## src/rtl/bpu_pkg.sv

```systemverilog
// Shared types and constants for the branch redirect path.
// Pipeline records carried from D through E to M.
package bpu_pkg;

    localparam int DEF_PC_W         = 32;
    localparam int DEF_FALLTHRU_OFS = 8;
    localparam int INSN_BYTES       = 4;

    typedef struct packed {
        logic                valid;
        logic                pred_take;
        logic [DEF_PC_W-1:0] target;
        logic [DEF_PC_W-1:0] fallthru;
    } pipe_rec_t;

endpackage

```

## src/rtl/sat_counter.sv

```systemverilog
// Saturating up-counter with enable.
// Holds at all-ones instead of wrapping.
module sat_counter #(
    parameter int W = 32
) (
    input  logic         clk,
    input  logic         rst_n,
    input  logic         en,
    output logic [W-1:0] count
);

    always_ff @(posedge clk or negedge rst_n) begin
        if (!rst_n) begin
            count <= '0;
        end else if (en && (count != {W{1'b1}})) begin
            count <= count + W'(1);
        end
    end

endmodule

```

## src/rtl/branch_redirect_unit.sv

```systemverilog
// Next-PC select and misprediction recovery.
// Carries each branch's prediction and both successors D->E->M.
module branch_redirect_unit
    import bpu_pkg::*;
#(
    parameter int PC_W         = DEF_PC_W,
    parameter int FALLTHRU_OFS = DEF_FALLTHRU_OFS,
    parameter int CNT_W        = 32
) (
    input  logic             clk,
    input  logic             rst,
    input  logic             stallD,
    input  logic             flushD,
    input  logic             stallE,
    input  logic             flushE,
    input  logic             stallM,
    input  logic             flushM,
    input  logic [PC_W-1:0]  pcF,
    input  logic [PC_W-1:0]  pcD,
    input  logic             branchD,
    input  logic             pred_takeD,
    input  logic [PC_W-1:0]  targetD,
    input  logic             branchM,
    input  logic             actual_takeM,
    output logic [PC_W-1:0]  pc_next,
    output logic             mispredM,
    output logic             pred_takeM,
    output logic [CNT_W-1:0] branch_cnt,
    output logic [CNT_W-1:0] mispred_cnt
);

    pipe_rec_t rec_d;
    pipe_rec_t rec_e;
    pipe_rec_t rec_m;

    logic [PC_W-1:0] recovery_pc;
    logic [PC_W-1:0] seq_pc;
    logic            redirect_d;
    logic            cnt_en;

    always_comb begin
        rec_d           = '0;
        rec_d.valid     = branchD & ~flushD;
        rec_d.pred_take = pred_takeD;
        rec_d.target    = targetD;
        rec_d.fallthru  = pcD + PC_W'(FALLTHRU_OFS);
    end

    always_ff @(posedge clk or negedge rst) begin
        if (!rst) begin
            rec_e <= '0;
        end else if (flushE) begin
            rec_e <= '0;
        end else if (!stallE) begin
            rec_e <= rec_d;
        end
    end

    always_ff @(posedge clk or negedge rst) begin
        if (!rst) begin
            rec_m <= '0;
        end else if (flushM) begin
            rec_m <= '0;
        end else if (!stallM) begin
            rec_m <= rec_e;
        end
    end

    assign pred_takeM  = rec_m.pred_take;
    assign mispredM    = branchM & rec_m.valid
                       & (rec_m.pred_take != actual_takeM);
    // A wrong taken guess falls back to the delay-slot successor.
    assign recovery_pc = rec_m.pred_take ? rec_m.fallthru
                                         : rec_m.target;
    assign seq_pc      = pcF + PC_W'(INSN_BYTES);
    assign redirect_d  = branchD & pred_takeD & ~flushD & ~stallD;

    // The older M branch always beats a younger D redirect.
    always_comb begin
        pc_next = seq_pc;
        if (mispredM) begin
            pc_next = recovery_pc;
        end else if (redirect_d) begin
            pc_next = targetD;
        end
    end

    assign cnt_en = rec_m.valid & branchM & ~stallM;

    sat_counter #(.W(CNT_W)) u_branch_cnt (
        .clk   (clk),
        .rst_n (rst),
        .en    (cnt_en),
        .count (branch_cnt)
    );

    sat_counter #(.W(CNT_W)) u_mispred_cnt (
        .clk   (clk),
        .rst_n (rst),
        .en    (cnt_en & mispredM),
        .count (mispred_cnt)
    );

endmodule

```

## config.mk

```make
export PLATFORM = sky130hd
export DESIGN_NAME = branch_redirect_unit
export DESIGN_NICKNAME = d
export VERILOG_FILES = /design/src/rtl/bpu_pkg.sv /design/src/rtl/sat_counter.sv /design/src/rtl/branch_redirect_unit.sv
export SDC_FILE = /design/constraint.sdc
export NUM_CORES = 1
export LEC_CHECK = 0
export ABC_AREA = 1
export CAP_MARGIN = 0
export CORE_AREA = 5 5 170 172
export DETAILED_ROUTE_END_ITERATION = 16
export DIE_AREA = 0 0 175 177
export PLACE_DENSITY = 0.72
export SYNTH_ARGS = -nofsm -noshare
export SYNTH_HDL_FRONTEND = slang
export SYNTH_HIERARCHICAL = 1
export SYNTH_SLANG_ARGS = --single-unit
```

## constraint.sdc

```tcl
create_clock -name clk -period 2.2 [get_ports clk]
set_input_delay 0.33 -clock clk [delete_from_list [all_inputs] [get_ports clk]]
set_output_delay 0.33 -clock clk [all_outputs]
set_load 0.02 [all_outputs]
```

==> results of run 1 <==
## kinds of logic after synthesis
kind of cell               after synthesis  share of synthesized area
buffers and inverters                  293                     0.0994
adders and majority gates                4                    0.00414
DFF                                    196                      0.406
and+or+nand+nor                        999                      0.362
AOI/OAI and AO/OA                      234                      0.108
xor gates and xnor gates                30                     0.0217
## layout by cell type, fill, tap and decap left out, drive strengths merged
| master | n |
|---|---|
| a211oi | 6 |
| a21oi | 19 |
| a22oi | 3 |
| a31oi | 1 |
| buf | 173 |
| clkbuf | 20 |
| clkdlybuf4s50 | 149 |
| clkinv | 5 |
| clkinvlp | 1 |
| dfrtp | 196 |
| diode | 2 |
| dlygate4sd2 | 3 |
| dlygate4sd3 | 1 |
| dlymetal6s2s | 18 |
| ha | 4 |
| inv | 242 |
| nand2 | 592 |
| nand3 | 143 |
| nand3b | 17 |
| nand4 | 23 |
| nor2 | 214 |
| nor3 | 3 |
| o211ai | 3 |
| o21ai | 138 |
| o21bai | 9 |
| o22ai | 55 |
| or2 | 7 |
| xnor2 | 23 |
| xor2 | 7 |
## layer usage
metal  vias up  track usage  routed length (um)
met2       464        0.435               19700
met4         0       0.0867                1320
met1      6036        0.329               17000
met3        95       0.0417                2340
met5         -            0                   0
li1       6174            -                   -
## sequential cells by signal (all words and copies together) (netlist names)
register             flops
rec_e                   66
rec_m                   65
u_branch_cnt/count      32
u_mispred_cnt/count     32
pred_takeM               1
## where the power goes
part | total, mW | switching, mW | internal (mW) | leakage (nW)
combinational | 1.26 | 0.715 | 0.549 | 4.56
sequential | 3.78 | 0.0592 | 3.72 | 2.68
clock | 3.54 | 1.87 | 1.67 | 0.328
total | 8.58 | 2.64 | 5.94 | 7.57
## area by class of cell
cell class,instances,area [sq um],area share
multi-input combinational,1267,6400,0.382
timing repair buffer,347,3450,0.206
tap,346,433,0.0258
clock buffer,17,425,0.0254
sequential,196,4910,0.293
inverter,233,881,0.0526
clock inverter,15,258,0.0154
antenna,2,5.00,0.000299
## critical path: cells and delay by family, from the launching register on
family / cells / cell delay [ps]
compound gates: 2 / 210
simple gates: 2 / 330
buf+inv: 4 / 570
flops: 1 / 440
## stage by stage
stage	TNS [ps]	hold slack (ps)
3_3_place_gp	-20290	294
4_1_cts	-3400	367
3_5_place_dp	-20840	302
6_report	-1990	372
5_1_grt	-3870	404
2_1_floorplan	0	34.4
## final timing paths
check,startpoint,endpoint,slack [ps],cells past startpoint
setup / recovery,pred_takeM,pc_next[18],-140,8
hold / removal,rst,u_mispred_cnt/count[10],370,2
setup reg to reg,pred_takeM,u_mispred_cnt/count[29],60,14
hold reg to reg,rec_e[20],rec_e[20],490,2
max in group asynchronous,rst,u_mispred_cnt/count[2],1080,3
min in group clk,stallM,rec_m[17],400,3
## what timing repair did
action / 4_1_cts / 5_1_grt
gates resized for setup: 292 / 86
hold endpoints to repair: 39 / 0
endpoints found under the setup margin: 33 / 45
gates cloned: 4 / 2
pin swaps: 23 / 27
hold buffers: 1 / 0
setup buffers: 9 / 12
==> flow_results.org, run 1 <==
** CTS
- After clock tree synthesis, the clock-pin slew on the worst setup and hold paths is 90 ps.
- Count of H-tree levels built during CTS :: 4
- TritonCTS built the clock tree.
- For this design, the sink count on the clock tree is 196.
- Clock insertion delay at the later pin of the skew report :: 450 ps
- Buffers inserted during clock tree synthesis total 17.
- The clock passes through at most 2 buffers.
- The cell sitting at the root of the clock tree is a sky130_fd_sc_hd__clkbuf_16.

** GRT
- Largest net degree at the start of global routing :: 45
- First-pass GRT wire length :: 63500 um
- For this run, the total global-route usage over all layers was measured as 0.254.
- Via count of the first global-routing pass :: 12400
- Antenna violations before repair :: 1
- Sum of overflow across all layers after global routing :: 0

** Timing
- In this run the tightest slew margin relative to its limit is 0.698.
- At the pin with the least slew margin, the transition time is 451 ps.
- Total setup violations reported at the end of the flow :: 30
- Setup repair after global routing could not meet its margin everywhere.
- Post-layout minimum cycle time :: 2340 ps
- Across all setup checks in the final design, the least slack found is -139 ps.
- Fin. Hold Viols :: 0
- Final critical-path share of the clock period :: 1.06
- Clock tree skew after final layout :: 13.5 ps
- The number of pins exceeding their max-slew limit in the final report came to 0.
- Peak clock frequency supported by timing :: 428 MHz

** Synthesis
- Most frequent cell after synthesis :: sky130_fd_sc_hd__nand2_1
- Post-synthesis instance area :: 0.0121 sq mm
- Averaged over all synthesized cells, the footprint is 6.89 sq um.
- For this run, the number of Yosys warnings is 6.
- Proportion of synthesized flip-flops having asynchronous set or reset :: 1.00
- Largest area contributor in the synthesized netlist :: sky130_fd_sc_hd__dfrtp_1
- After synthesis, the cell types taking the most area are sky130_fd_sc_hd__dfrtp_1 (41%), sky130_fd_sc_hd__nand2_1 (18%), sky130_fd_sc_hd__inv_1 (7.0%).
- Unique masters post-synth :: 38
- Post-synth top flop :: sky130_fd_sc_hd__dfrtp_1
- Synthesis handed over a netlist of 1756 instances.
- The share of synthesized area in the top cell type comes to 0.406.
- Ranked by instance count, the synthesized netlist is headed by sky130_fd_sc_hd__nand2_1 (565), sky130_fd_sc_hd__inv_1 (227), sky130_fd_sc_hd__dfrtp_1 (196).
- Counting flops with a built-in enable in the synthesized netlist gives 0.
- Counting flops and latches in the post-synthesis netlist gives 196.
- The number of nets in the synthesized netlist is 1868.
- Of the synthesized area, sequential elements account for 0.406.

** Routing
- Initial DRC Count :: 1048
- Final wirelength :: 40300 um
- Wire per inst :: 16.6 um
- Post-detailed-route via-to-cell ratio :: 5.27
- After detailed routing, the number of remaining DRC violations is 0.
- The routed layout has 12800 vias.
- Once detail routing completed, the nets flagged for antenna violations numbered 0.
- Pre-Repair DR Iteration Count :: 6

** Die
- The floorplan step defined a die boundary enclosing 0.0310 sq mm.
- Initial standard-cell utilization of the core :: 0.443
- Horizontal die dimension :: 175 um
- Core outline area :: 0.0273 sq mm
- Measured along the y axis, the die boundary spans 177 um.
- Io pins :: 206
- In this run the core area contains 61 standard-cell rows.

** Final layout
- The finished cells cover 0.0168 sq mm.
- Post-layout nets :: 2174
- Final standard cell utilization of the core :: 0.613
- In the final layout, the share of cells above drive strength 1 is 0.183.
- Count of placed standard cells in the final layout, fillers left out :: 2423
- The area growth from synthesis to layout is 38.5%.
- Count of filler cells inserted in the layout :: 2424

** Flow run
- Max-cap violations :: 0

** Place
- The wire-length estimate of the detail-placed layout is 30000 um.
- Summing all placed instances gives a cell area of 0.0153 sq mm.
- During placement, the flow inserted port buffers numbering 205.
- At the end of routability-driven placement, the weighted congestion stood at 0.953.
- Post-placement cell count :: 2364
- Post-placement setup slack :: -773 ps

** Critical path
- Data arrives at the worst endpoint at 2010 ps.
- The worst setup path is launched from a flip-flop.
- Critical path endpoint category :: primary output
- The critical path is of the reg2out type.
- At the worst endpoint, the required time is 1870 ps.
- Critical-path cell list :: or2_4, nand4_4, buf_12, buf_12, buf_16, a211oi_4, a21oi_2, buf_4
- CP max FO :: 6
- Cell type of the slowest stage on the worst timing path :: sky130_fd_sc_hd__dfrtp_2
- The cell that appears most often on the critical path is sky130_fd_sc_hd__buf_12.
- Worst path max stage delay :: 440 ps

** Outcome
- The checks that failed: negative setup slack.
- The flow ran to the end, but the final reports show violations.

** Power and ir drop
- Power after layout :: 8.58 mW
- IR analysis of the VDD net gives a maximum drop of 0.523 mV.
- Power per standard cell area :: 512 mW/mm^2
- Summed over all cells, the static leakage comes to 7.57 nW.

** Hold path
- Path category of the worst min-delay check :: in2async
Note: power is estimated with default switching activity, not from simulation.
==> inputs of run 2 (changes only) <==
==> constraint.sdc (replaced) <==
create_clock -name clk -period 2.2 [get_ports clk]
set_input_delay 0.44 -clock clk [delete_from_list [all_inputs] [get_ports clk]]
set_output_delay 0.44 -clock clk [all_outputs]
set_load 0.02 [all_outputs]
==> run 2 against run 1 <==
The run still ends with negative setup slack left; critical path type unchanged; register-to-register slack better by 80 ps; via count is 0.37% lower; die area stayed put; power is 1.2% lower; final area is 0.50% lower; clock skew is 3.2 ps higher; count of clock-buffer cells in the layout stayed put; combinational power hardly changed; critical path depth is 1 lower; hold slack worse by 370 ps.
==> flow_results.org, run 2 (synthesized netlist as in run 1, its figures left out) <==
** Place
- Total half-perimeter wirelength after legalization and detailed placement :: 29600 um
- At the end of routability-driven placement, the weighted congestion stood at 0.962.
- Post-placement cell count :: 2382
- Number of port buffers :: 205
- Area after detailed placement :: 0.0154 sq mm
- Timing analysis after detailed placement gives a worst setup slack of -987 ps.

** Outcome
- The final reports fail on negative setup slack.
- Outcome :: complete, but fails checks

** Routing
- The first TritonRoute pass finished after 6 iterations.
- Via Count :: 12700
- For this block, the initial DRC count from the detailed router was 1073.
- DRC errors left :: 0
- The count of nets left with antenna violations once routing finished came out at 0.
- Wire per inst :: 16.4 um
- In the routed layout, each cell is associated on average with a via count of 5.24.
- Summed over all layers, the routed wires come to 39800 um.

** Critical path
- The number of buffers and inverters on the critical path is 4.
- The worst setup path is captured at a primary output.
- For the worst setup path, the data arrival time is 2030 ps.
- Startpoint class of the critical path :: flip-flop
- Critical-path cell list :: or2_4, nand4_4, buf_6, clkinvlp_4, buf_6, a22oi_2, buf_6
- At the worst endpoint, the required time is 1760 ps.
- Worst path max stage delay :: 440 ps
- Critical Setup Path Class :: reg2out
- For this design, the slowest cell found on the critical path is sky130_fd_sc_hd__dfrtp_2.
- In this run the worst path has a maximum fanout of 4.
- Kind of cell with the highest combined delay on the critical path :: buffers and inverters
- The cell that appears most often on the critical path is sky130_fd_sc_hd__buf_6.

** Die
- Vertical extent of the die :: 177 um
- Pin placement for this block handled 206 I/O pins.
- The die is 175 um wide.
- The floorplan step defined a die boundary enclosing 0.0310 sq mm.
- Core outline area :: 0.0273 sq mm
- The initial utilization of the core area, before any placement, comes to 0.443.
- The initialized floorplan defines 61 standard-cell rows.

** Timing
- The number of pins exceeding their max-slew limit in the final report is 0.
- The routed design could run at a clock period as short as 2470 ps.
- Across the routed clock network, the largest skew measured is 16.6 ps.
- The tightest hold path in the finished design has a slack of 5.13 ps.
- Unrepaired setup endpoints after global routing :: yes
- Final critical-path share of the clock period :: 1.12
- Total setup violations reported at the end of the flow :: 33
- Fin worst setup slack :: -266 ps
- At the pin with the least slew margin, the transition time is 594 ps.
- Timing would allow up to 406 MHz.
- The final number of hold-violating endpoints was 0.
- Headroom to the max-slew limit came out at 0.604.

** GRT
- Entering global routing, the biggest net connects 62 pins.
- For this run the aggregate overflow at the end of global routing stands at 0.
- Via count of the first global-routing pass :: 12400
- For this run, the total global-route usage over all layers was measured as 0.250.
- The number of antenna violations at the first check in global routing is 2.
- The first global-routing pass estimated 62600 um of wire.

** Power and ir drop
- Power per standard cell area :: 508 mW/mm^2
- Power after layout :: 8.47 mW
- Worst VDD drop :: 0.463 mV
- P_leak :: 7.51 nW

** Final layout
- Fraction of final layout cells sized beyond drive strength 1 :: 0.184
- Leaving out fill and tap cells, the most frequent cell in the layout is sky130_fd_sc_hd__nand2_1.
- Count of placed standard cells in the final layout, fillers left out :: 2429
- The largest registers in the layout are rec_e x66, rec_m x65.
- Count of filler cells inserted in the layout :: 2534
- The area growth from synthesis to layout is 37.8%.
- Max FFs per register :: 66
- Leading cell types in the layout, fill and taps excluded :: sky130_fd_sc_hd__nand2_1 (528), sky130_fd_sc_hd__inv_1 (223), sky130_fd_sc_hd__dfrtp_1 (195)
- Most flops, register :: rec_e
- Area of all placed cells without fillers :: 0.0167 sq mm
- At the end of the flow, the number of nets in the layout was 2181.

** Flow run
- The tool flagged a number of max-cap violations equal to 0.

** CTS
- Clock latency on the worst-skew pair, taken at its later pin, is 450 ps.
- Clock transition at the registers of the reported paths :: 90 ps
- CTS tree :: done
- The tree is rooted in a sky130_fd_sc_hd__clkbuf_16.
- Counting along the longest clock path gives a buffer depth of 2.
- CTS built an H-tree with a depth of 4.
- Buffers inserted during clock tree synthesis total 17.
- TritonCTS Sinks :: 196

** Hold path
- Path category of the worst min-delay check :: in2async
## run 2: changes by cell type in the layout (fill, tap and decap cells not counted), moves of 4 or more
cell,change
sky130_fd_sc_hd__nand2_1,-10
sky130_fd_sc_hd__dlygate4sd2_1,+16
sky130_fd_sc_hd__o21ai_1,-7
sky130_fd_sc_hd__o21ai_2,-12
sky130_fd_sc_hd__clkdlybuf4s50_1,-10
sky130_fd_sc_hd__nand2_2,+6
sky130_fd_sc_hd__a21oi_2,-4
sky130_fd_sc_hd__nor2_2,-5
sky130_fd_sc_hd__dlymetal6s2s_1,-9
sky130_fd_sc_hd__buf_4,+8
sky130_fd_sc_hd__buf_12,-4
sky130_fd_sc_hd__o21ai_0,+20
## run 2: per-layer routing
metal / GRT usage / wire length [um] / vias to the layer above
met4: 0.102 / 1510 / 2
met1: 0.326 / 16900 / 6004
met3: 0.0331 / 2300 / 93
met5: 0 / 9 / -
li1: - / - / 6177
met2: 0.425 / 19200 / 446
## run 2: final cells by class
class	instances	area, sq um	area share
Multi-Input combinational cell	1267	6410	0.385
Sequential cell	196	4910	0.294
Timing Repair Buffer	354	3370	0.202
Inverter	233	882	0.0529
Tap cell	346	433	0.0260
Clock buffer	17	425	0.0255
Clock inverter	15	238	0.0143
Antenna cell	1	2.50	0.000150
## run 2: power breakdown
group	switching, mW	leakage [nW]	internal, mW	total, mW
Sequential	0.0586	2.68	3.72	3.78
Clock	1.78	0.319	1.64	3.42
Combinational	0.721	4.51	0.557	1.28
## run 2: path summary, 6_finish.rpt
| kind | startpoint | cells past startpoint | end | slack, ps |
|---|---|---|---|---|
| hold / removal | rst | 1 | rec_m[58] | 5 |
| setup / recovery | pred_takeM | 7 | pc_next[8] | -270 |
| max in group asynchronous | rst | 2 | rec_e[27] | 1580 |
| min in group clk | stallM | 3 | rec_m[26] | 360 |
| setup reg to reg | pred_takeM | 11 | u_mispred_cnt/count[27] | 140 |
| hold reg to reg | rec_e[20] | 2 | rec_e[20] | 490 |
## run 2: through the flow
stage,utilization,setup TNS (ps)
3_3_place_gp,0.563,-29410
2_1_floorplan,-,0
5_1_grt,0.610,-8560
3_5_place_dp,0.563,-31510
4_1_cts,0.596,-7000
6_report,0.610,-6000
## run 2: what timing repair did
action,4_1_cts,5_1_grt
pin swaps,23,24
gates resized for setup,266,81
setup endpoints to repair,33,40
gates cloned,1,4
hold buffers,0,0
buffers inserted,5,4
==> inputs of run 3 (changes only) <==
--- a/config.mk
+++ b/config.mk
@@ -7,10 +7,11 @@
 export LEC_CHECK = 0
 export ABC_AREA = 1
 export CAP_MARGIN = 0
-export CORE_AREA = 5 5 170 172
+export CORE_AREA = 2 2 167 169
 export DETAILED_ROUTE_END_ITERATION = 16
-export DIE_AREA = 0 0 175 177
+export DIE_AREA = 0 0 169 171
 export PLACE_DENSITY = 0.72
+export SKIP_LAST_GASP = 1
 export SYNTH_ARGS = -nofsm -noshare
 export SYNTH_HDL_FRONTEND = slang
 export SYNTH_HIERARCHICAL = 1
==> run 3 against run 2 <==
The run still ends with negative setup slack left; via count rose by 1.7%; first-iteration DRC count rose by 17%; core utilization rose by 1.1 points; power rose by 0.69%; critical path depth rose by 2; final area rose by 1.8%; largest power group unchanged.
==> flow_results.org, run 3 (synthesized netlist as in run 1, its figures left out) <==
** Timing
- Fin worst setup slack :: -252 ps
- Final hold slack :: 401 ps
- Setup repair after global routing could not meet its margin everywhere.
- Worst-margin pin slew :: 634 ps
- In this run the tightest slew margin relative to its limit is 0.577.
- For this run, the top clock speed supported by timing is 408 MHz.
- Clock tree skew after final layout :: 20.9 ps
- Total setup violations reported at the end of the flow :: 32
- The number of pins exceeding their max-slew limit in the final report came to 0.
- Dividing the final minimum period by the clock period gives 1.11.
- Fin. Hold Viols :: 0
- Post-layout minimum cycle time :: 2450 ps

** Routing
- Post-detailed-route via-to-cell ratio :: 5.28
- Wire per inst :: 16.4 um
- Pre-Repair DR Iteration Count :: 5
- In this run, the number of DRC markers left after iteration 0 of detailed routing was 1259.
- In this run the remaining antenna-violating nets after routing total 0.
- In the routed design, unresolved DRC markers number 0.
- The routed layout has 12900 vias.
- Final wirelength :: 40100 um

** Outcome
- The final reports fail on negative setup slack.
- Outcome :: complete, but fails checks

** Critical path
- Data on the critical path arrives at its endpoint at 2010 ps.
- STA classifies the critical path startpoint as a flip-flop.
- Flop-to-flop setup slack :: 50 ps
- Critical Setup Path Class :: reg2out
- STA classifies the critical path endpoint as a primary output.
- In this run the worst path has a maximum fanout of 7.
- Required time of the critical path :: 1760 ps

** Final layout
- Max FFs per register :: 66
- At the end of the flow the core is filled with cells to 0.621.
- Most flops, register :: rec_e
- The top cell types in the final layout, fill and taps aside, are sky130_fd_sc_hd__nand2_1 (535), sky130_fd_sc_hd__inv_1 (218), sky130_fd_sc_hd__dfrtp_1 (195).
- Counting the fill cells in the layout gives 2412.
- Most frequent standard cell in the layout excluding fill and tap cells :: sky130_fd_sc_hd__nand2_1
- Top Registers :: rec_e x66, rec_m x65
- Area of all placed cells without fillers :: 0.0170 sq mm
- Area added between synthesis and finish :: 40.3%
- In the final layout, the share of cells above drive strength 1 is 0.201.
- Post-layout nets :: 2201
- Once layout is complete, the cells apart from fillers number 2448.
- Diodes inserted :: 0

** CTS
- CTS tree :: done
- Cell chosen for the clock root :: sky130_fd_sc_hd__clkbuf_16
- Clock tree synthesis found a total of 196 sinks.
- Num CTS Buffers :: 17
- The later pin in the worst-skew pair is clocked with a latency of 460 ps.
- The clock passes through at most 2 buffers.
- Clock transition at the registers of the reported paths :: 100 ps
- In this run the number of H-tree levels came out at 4.

** GRT
- The via count of the first global-routing pass is 12100.
- Antenna violations before repair :: 0
- Overall Global Routing Usage :: 0.276
- Entering global routing, the biggest net connects 69 pins.
- Sum of overflow across all layers after global routing :: 0
- The first global-routing pass estimated 63100 um of wire.

** Place
- Area after detailed placement :: 0.0155 sq mm
- Once placement completed, the tool counted placed cells totaling 2390.
- Number of port buffers :: 205
- At the end of routability-driven placement, the weighted congestion stood at 0.959.
- Total half-perimeter wirelength after legalization and detailed placement :: 29000 um

** Die
- Standard-cell row count :: 61
- Vertical extent of the die :: 171 um
- 206 I/O pins were placed.
- The total area inside the core boundary comes to 0.0273 sq mm.
- The initial utilization of the core area, before any placement, comes to 0.443.
- The die covers 0.0289 sq mm.
- From left edge to right edge, the die measures 169 um.

** Hold path
- Path category of the worst min-delay check :: in2reg

** Flow run
- Max-cap violations :: 0

** Power and ir drop
- P_leak :: 7.65 nW
- The worst-case IR drop observed on VDD is 0.604 mV.
- Power spread over the standard cell area amounts to 503 mW/mm^2.
[run 3: repair_timing]
action,in CTS,in global routing
pin swaps,31,32
resized for setup,313,72
cloned,5,2
buffers inserted,7,12
endpoints found under the hold margin,8,0
hold buffers,1,0
setup endpoints to repair,34,46
[run 3: per-layer routing]
layer / up-vias / wire (um) / GRT usage
met1: 6141 / 17300 / 0.368
met3: 81 / 2010 / 0.0266
met2: 484 / 19500 / 0.462
li1: 6227 / - / -
met5: - / 0 / 0
met4: 0 / 1320 / 0.116
[run 3: worst paths after layout]
path | from | end | depth (start not counted)
setup / recovery | pred_takeM | pc_next[15] | 9
hold / removal | pred_takeD | rec_e[64] | 4
setup reg to reg | pred_takeM | u_mispred_cnt/count[29] | 14
hold reg to reg | rec_e[24] | rec_e[24] | 2
max in group asynchronous | rst | rec_e[44] | 3
min in group asynchronous | rst | u_mispred_cnt/count[29] | 2
[run 3: metrics by stage]
stage	worst slack, ps	TNS, ps	total power [mW]
after global routing	-371	-8220	8.83
after detailed placement	-914	-32230	5.05
after CTS	-267	-6990	8.52
final	-252	-6020	8.53
after floorplan	62.3	0	4.32
after global placement	-890	-29290	5.03
[run 3: final cells by class]
| cell class | count | area [sq um] | area share |
|---|---|---|---|
| Clock buffer | 17 | 425 | 0.0251 |
| Clock inverter | 15 | 233 | 0.0137 |
| Inverter | 233 | 881 | 0.0519 |
| Multi-Input combinational cell | 1267 | 6440 | 0.379 |
| Sequential cell | 196 | 4910 | 0.289 |
| Tap cell | 346 | 433 | 0.0255 |
| Timing Repair Buffer | 374 | 3660 | 0.216 |
[run 3: power breakdown]
part | total, mW | switching, mW | internal [mW] | leakage, nW
sequential | 3.78 | 0.0595 | 3.72 | 2.68
combinational | 1.30 | 0.731 | 0.569 | 4.66
clock | 3.45 | 1.81 | 1.64 | 0.319
total | 8.53 | 2.60 | 5.93 | 7.65
[run 3: worst max-delay path: stages, from the launching register on]
cell	delay [ps]
sky130_fd_sc_hd__dfrtp_2	410
sky130_fd_sc_hd__or2_1	150
sky130_fd_sc_hd__nand4_4	120
sky130_fd_sc_hd__buf_12	170
sky130_fd_sc_hd__buf_12	130
sky130_fd_sc_hd__buf_8	130
sky130_fd_sc_hd__o21ai_0	70
sky130_fd_sc_hd__inv_1	80
sky130_fd_sc_hd__a21oi_2	150
sky130_fd_sc_hd__buf_6	150
